===== config.mk =====
export PLATFORM = sky130hd
export DESIGN_NAME = data_mem_interface
export DESIGN_NICKNAME = d
export VERILOG_FILES = /design/src/rtl/data_mem_interface.sv
export SDC_FILE = /design/constraint.sdc
export NUM_CORES = 1
export LEC_CHECK = 0
export CAP_MARGIN = 20
export CORE_ASPECT_RATIO = 1.2
export CORE_MARGIN = 3
export CORE_UTILIZATION = 44
export DETAILED_ROUTE_END_ITERATION = 16
export PLACE_DENSITY = 0.79
export RECOVER_POWER = 100
export SLEW_MARGIN = 5
export SYNTH_ARGS = -nofsm -noshare
export SYNTH_HDL_FRONTEND = slang
export SYNTH_SLANG_ARGS = --single-unit

===== constraint.sdc =====
create_clock -name clk -period 6.9 [get_ports clk]
set_input_delay 1.38 -clock clk [delete_from_list [all_inputs] [get_ports clk]]
set_output_delay 1.38 -clock clk [all_outputs]
set_load 0.01 [all_outputs]

===== src/rtl/data_mem_interface.sv =====
// RV32I MEM-stage data-cache interface: alignment check, byte lanes,
// load extraction and a three-state IDLE/ACCESS/RESP handshake.
module data_mem_interface (
    input  logic        clk,
    input  logic        rst,
    input  logic        mem_read,
    input  logic        mem_write,
    input  logic [2:0]  ldr_op,
    input  logic [2:0]  str_op,
    input  logic [31:0] addr,
    input  logic [31:0] store_data,
    output logic        dcache_read,
    output logic        dcache_write,
    output logic [31:0] dcache_address,
    output logic [31:0] dcache_wdata,
    output logic [3:0]  dcache_mbe,
    input  logic [31:0] dcache_rdata,
    input  logic        dcache_resp,
    output logic [31:0] load_data,
    output logic        stall,
    output logic        done,
    output logic        misaligned
);
    typedef enum logic [1:0] {
        IDLE   = 2'd0,
        ACCESS = 2'd1,
        RESP   = 2'd2
    } state_t;

    state_t      r_state;
    state_t      w_next;
    logic [31:0] r_addr;
    logic [31:0] r_sdata;
    logic [31:0] r_load_data;
    logic [1:0]  r_size;
    logic        r_uns;
    logic        r_is_read;

    logic        w_req;
    logic        w_aligned;
    logic [1:0]  w_size;
    logic        w_uns;
    logic [7:0]  w_byte;
    logic [15:0] w_half;
    logic [31:0] w_ext;
    logic [3:0]  w_mbe;
    logic [31:0] w_wdata;

    assign w_req     = mem_read | mem_write;
    assign load_data = r_load_data;

    // Size: 0 byte, 1 half, 2 word; a read wins when both requests are high
    always_comb begin
        w_size = 2'd2;
        w_uns  = 1'b0;
        if (mem_read) begin
            unique case (ldr_op)
                3'b000:  w_size = 2'd0;
                3'b001:  w_size = 2'd1;
                3'b100:  begin w_size = 2'd0; w_uns = 1'b1; end
                3'b101:  begin w_size = 2'd1; w_uns = 1'b1; end
                default: w_size = 2'd2;
            endcase
        end else begin
            unique case (str_op)
                3'b000:  w_size = 2'd0;
                3'b001:  w_size = 2'd1;
                default: w_size = 2'd2;
            endcase
        end
        unique case (w_size)
            2'd0:    w_aligned = 1'b1;
            2'd1:    w_aligned = ~addr[0];
            default: w_aligned = (addr[1:0] == 2'b00);
        endcase
    end

    always_comb begin
        unique case (r_addr[1:0])
            2'd0:    w_byte = dcache_rdata[7:0];
            2'd1:    w_byte = dcache_rdata[15:8];
            2'd2:    w_byte = dcache_rdata[23:16];
            default: w_byte = dcache_rdata[31:24];
        endcase
        w_half = r_addr[1] ? dcache_rdata[31:16] : dcache_rdata[15:0];
        unique case (r_size)
            2'd0:    w_ext = r_uns ? {24'h0, w_byte}
                                   : {{24{w_byte[7]}}, w_byte};
            2'd1:    w_ext = r_uns ? {16'h0, w_half}
                                   : {{16{w_half[15]}}, w_half};
            default: w_ext = dcache_rdata;
        endcase
    end

    always_comb begin
        w_mbe   = 4'hF;
        w_wdata = 32'h0;
        if (!r_is_read) begin
            unique case (r_size)
                2'd0: begin
                    w_mbe   = 4'b0001 << r_addr[1:0];
                    w_wdata = {4{r_sdata[7:0]}};
                end
                2'd1: begin
                    w_mbe   = 4'b0011 << r_addr[1:0];
                    w_wdata = {2{r_sdata[15:0]}};
                end
                default: begin
                    w_mbe   = 4'hF;
                    w_wdata = r_sdata;
                end
            endcase
        end
    end

    // Outputs are gated by rst so a request held during reset stays invisible
    always_comb begin
        w_next         = r_state;
        dcache_read    = 1'b0;
        dcache_write   = 1'b0;
        dcache_address = 32'h0;
        dcache_wdata   = 32'h0;
        dcache_mbe     = 4'h0;
        stall          = 1'b0;
        done           = 1'b0;
        misaligned     = 1'b0;
        unique case (r_state)
            IDLE: begin
                if (!rst && w_req) begin
                    if (w_aligned) begin
                        stall  = 1'b1;
                        w_next = ACCESS;
                    end else begin
                        misaligned = 1'b1;
                    end
                end
            end
            ACCESS: begin
                dcache_read    = r_is_read;
                dcache_write   = ~r_is_read;
                dcache_address = {r_addr[31:2], 2'b00};
                dcache_wdata   = w_wdata;
                dcache_mbe     = w_mbe;
                stall          = 1'b1;
                if (dcache_resp) w_next = RESP;
            end
            RESP: begin
                done   = 1'b1;
                w_next = IDLE;
            end
            default: w_next = IDLE;
        endcase
    end

    always_ff @(posedge clk or posedge rst) begin
        if (rst) begin
            r_state     <= IDLE;
            r_addr      <= 32'h0;
            r_sdata     <= 32'h0;
            r_load_data <= 32'h0;
            r_size      <= 2'd0;
            r_uns       <= 1'b0;
            r_is_read   <= 1'b0;
        end else begin
            r_state <= w_next;
            if (r_state == IDLE && w_next == ACCESS) begin
                r_addr    <= addr;
                r_sdata   <= store_data;
                r_size    <= w_size;
                r_uns     <= w_uns;
                r_is_read <= mem_read;
            end
            if (r_state == ACCESS && dcache_resp && r_is_read) begin
                r_load_data <= w_ext;
            end
        end
    end
endmodule


==> flow_summary.toml <==
[setup_path]
crit_fanout = 33
cp_slowest_cell = "nor2b_1"
path_class = "reg2out"
cpPeakStageDelay_ns = 1.29
required_ns = 5.52
worstSetupEndpointType = "primary output"
crit_chain = "nor2b_1, nand2b_1, inv_2, and2_1, dlygate4sd3_1"
cp.arrival_ns = 4.18
start_kind = "register"

[detailed_routing]
drc = 0
drt_iter0_drc = 363
ant_nets = 0
dr.pass1.iters = 5
wl_per_cell_um = 18.4
routed_via_density = 5.46
vias = 4953
wl_um = 16700

[synthesis]
synth_edf_count = 0
synth_compound_area_frac = 0.129
synth_top_family_by_area = "multiplexers"
yosys_warnings = 0
synth-xor-area-share = 0
ys_seq_elements = 102
synthSimpleGateAreaFrac = 0.156
synth-main-ff-cell = "dfrtp_1"
synth_area_um2 = 5760
synthMuxAreaShare = 0.226
ys_types = 39
yosys.area.top_type_share = 0.443
synthTopCellsByArea = "dfrtp_1 44%, mux2_4 17%, a21oi_1 4.6%, and2_1 4.6%, nand2_1 3.1%"
async_flop_share = 1.00
ys_seq_area_frac = 0.443
syn_avg_cell_area_um2 = 10.3
synth_adder_area_share = 0
synth_largest_area_cell = "dfrtp_1"
netlist_instances = 560

[final_layout]
area_growth_syn_to_layout_pct = 38.0
drive_gt1_frac = 0.0565
final_util = 0.625
fillers = 1139
final_nets = 847
n_antenna_cell = 0

[placed_design]
port-buffer-count = 209
dp_hpwl_um = 12000
gp_congestion = 0.850

[die]
pin_count = 212
initial_core_util = 0.453
core-area_um2 = 12700
die_w_um = 110
fp.dieH_um = 131
die-area_um2 = 14500
placementRows = 45

[sta]
timing.final.crit_share = 0.806
whs_ns = 0.486
final-hold-violation-count = 0
slew_headroom = -0.462
worst_pin_slew_ns = 2.19
max_freq_mhz = 180
rsz0062_at_grt = "no"
final-max-slew-violation-count = 208
post-route-min-period_ns = 5.56
setup_viol = 0
tns_ns = 0
fin_skew_ns = 0.00615

[clocking]
worstSkewPairLatency_ns = 0.34
cts_resized = 0
cts_tree = "yes"
clock-sinks = 102
post_cts.repair.setup_buffers = 0
h-tree-depth = 3
cts.path.max_buffers = 2
clkTransAtPathRegs_ns = 0.07
cts_buffers = 9
postCtsHoldBufs = 0
cts-root-buf = "clkbuf_16"

[status]
failed_checks = "capacitance limit, slew limit"
outcome = "finished with violations"

[global_routing]
antenna_found_initial = 0
grtUsageTotal = 0.226
grt_pass1_wl_um = 26900
grt_pass1_vias = 5019
grt-ovfl-total = 0
grt_max_degree = 88

[worst_hold_path]
hp-class = "reg2reg"

[power_and_ir_drop]
p_leak_nw = 3.30
power_density_nw_per_um2 = 322
peakVddDrop_mv = 0.143

[job]
cap_violations = 4
-- power by group --
group	internal, W	leakage, nW	switching [W]
Combinational	0.000541	1.95	0.000525
Clock	0.000286	0.144	0.000211
Sequential	0.000833	1.20	0.000164
Total	0.00166	3.30	0.000900
-- metal layers --
metal  track usage  vias up  share of wire
met5             0        -              0
met4        0.0678        0          0.019
met3        0.0461       25          0.066
met2         0.378      258           0.49
met1         0.296     2351           0.43
li1              -     2319              -
-- cell families (layout without fill, tap and decap cells) --
logic type / count (synthesis) / count (layout)
other: 1 / 2
DFF: 102 / 102
buffers and inverters: 53 / 235
AOI/OAI and AO/OA: 132 / 132
and+or+nand+nor: 178 / 178
muxes: 94 / 94
-- per-stage QoR --
| step | cells | power [W] | instance area (um^2) | setup WS, ns |
|---|---|---|---|---|
| floorplan | 561 | 0.00170 | 5770 | 2.84 |
| global placement | 890 | 0.00218 | 7870 | 1.84 |
| detailed placement | 890 | 0.00223 | 7870 | 1.79 |
| CTS | 904 | 0.00273 | 8160 | 1.79 |
| global route | 907 | 0.00272 | 7960 | 0.856 |
| finish | 907 | 0.00256 | 7960 | 1.34 |
-- path summary, 6_finish.rpt --
kind	start	end	slack, ns	cells after the start
setup / recovery	r_state[0]$_DFF_PP0_	dcache_wdata[4]	1.34	5
hold / removal	r_addr[10]$_DFFE_PP0P_	r_addr[10]$_DFFE_PP0P_	0.49	1
hold reg to reg	r_addr[10]$_DFFE_PP0P_	r_addr[10]$_DFFE_PP0P_	0.49	1
setup reg to reg	r_state[1]$_DFF_PP0_	load_data[15]$_DFFE_PP0P_	2.98	5
min in group asynchronous	rst	r_addr[12]$_DFFE_PP0P_	1.72	2
max in group asynchronous	rst	load_data[23]$_DFFE_PP0P_	3.19	4
-- cells in the mapped netlist (6+ instances only) --
library cell / count
a21oi_1: 53
buf_6: 7
nand2_1: 48
mux2_4: 67
dfrtp_1: 102
mux2i_1: 17
nor3_1: 6
nand3b_1: 10
nand3_1: 16
mux2_2: 9
clkbuf_1: 34
nor2_1: 36
a31oi_1: 25
o21ai_0: 29
o21ai_1: 13
nand2b_1: 7
and2_1: 42
-- state kept, by name, indices dropped and copies added (netlist names) --
register   flops
load_data     32
r_is_read      1
r_size         2
r_uns          1
r_sdata       32
r_addr        32
r_state        2
-- area by class of cell --
type                            instances  area [um^2]  area share
Inverter                                4         16.3     0.00204
Tap cell                              164          205      0.0258
Clock inverter                          4         48.8     0.00613
Multi-Input combinational cell        406         2720       0.342
Sequential cell                       102         2550       0.321
Clock buffer                           10          239      0.0300
Timing Repair Buffer                  217         2170       0.273
-- critical path, delay by kind of cell, from the launching register on --
| family | cells | cell delay (ns) |
|---|---|---|
| and+or+nand+nor | 3 | 2.44 |
| buffers and inverters | 2 | 0.99 |
| DFF | 1 | 0.41 |
-- layout by cell type, fill, tap and decap left out, drive strengths merged, types with 7 or more instances in the layout --
| master | synthesis | routed |
|---|---|---|
| a21oi | 53 | 53 |
| a31oi | 25 | 25 |
| and2 | 42 | 42 |
| clkbuf | 34 | 14 |
| clkdlybuf4s50 | 0 | 132 |
| dfrtp | 102 | 102 |
| dlygate4sd3 | 0 | 77 |
| mux2 | 76 | 76 |
| mux2i | 17 | 17 |
| nand2 | 48 | 48 |
| nand2b | 7 | 7 |
| nand3 | 16 | 16 |
| nand3b | 10 | 10 |
| nor2 | 36 | 36 |
| o21ai | 44 | 44 |
Note: power is estimated with default switching activity, not from simulation.
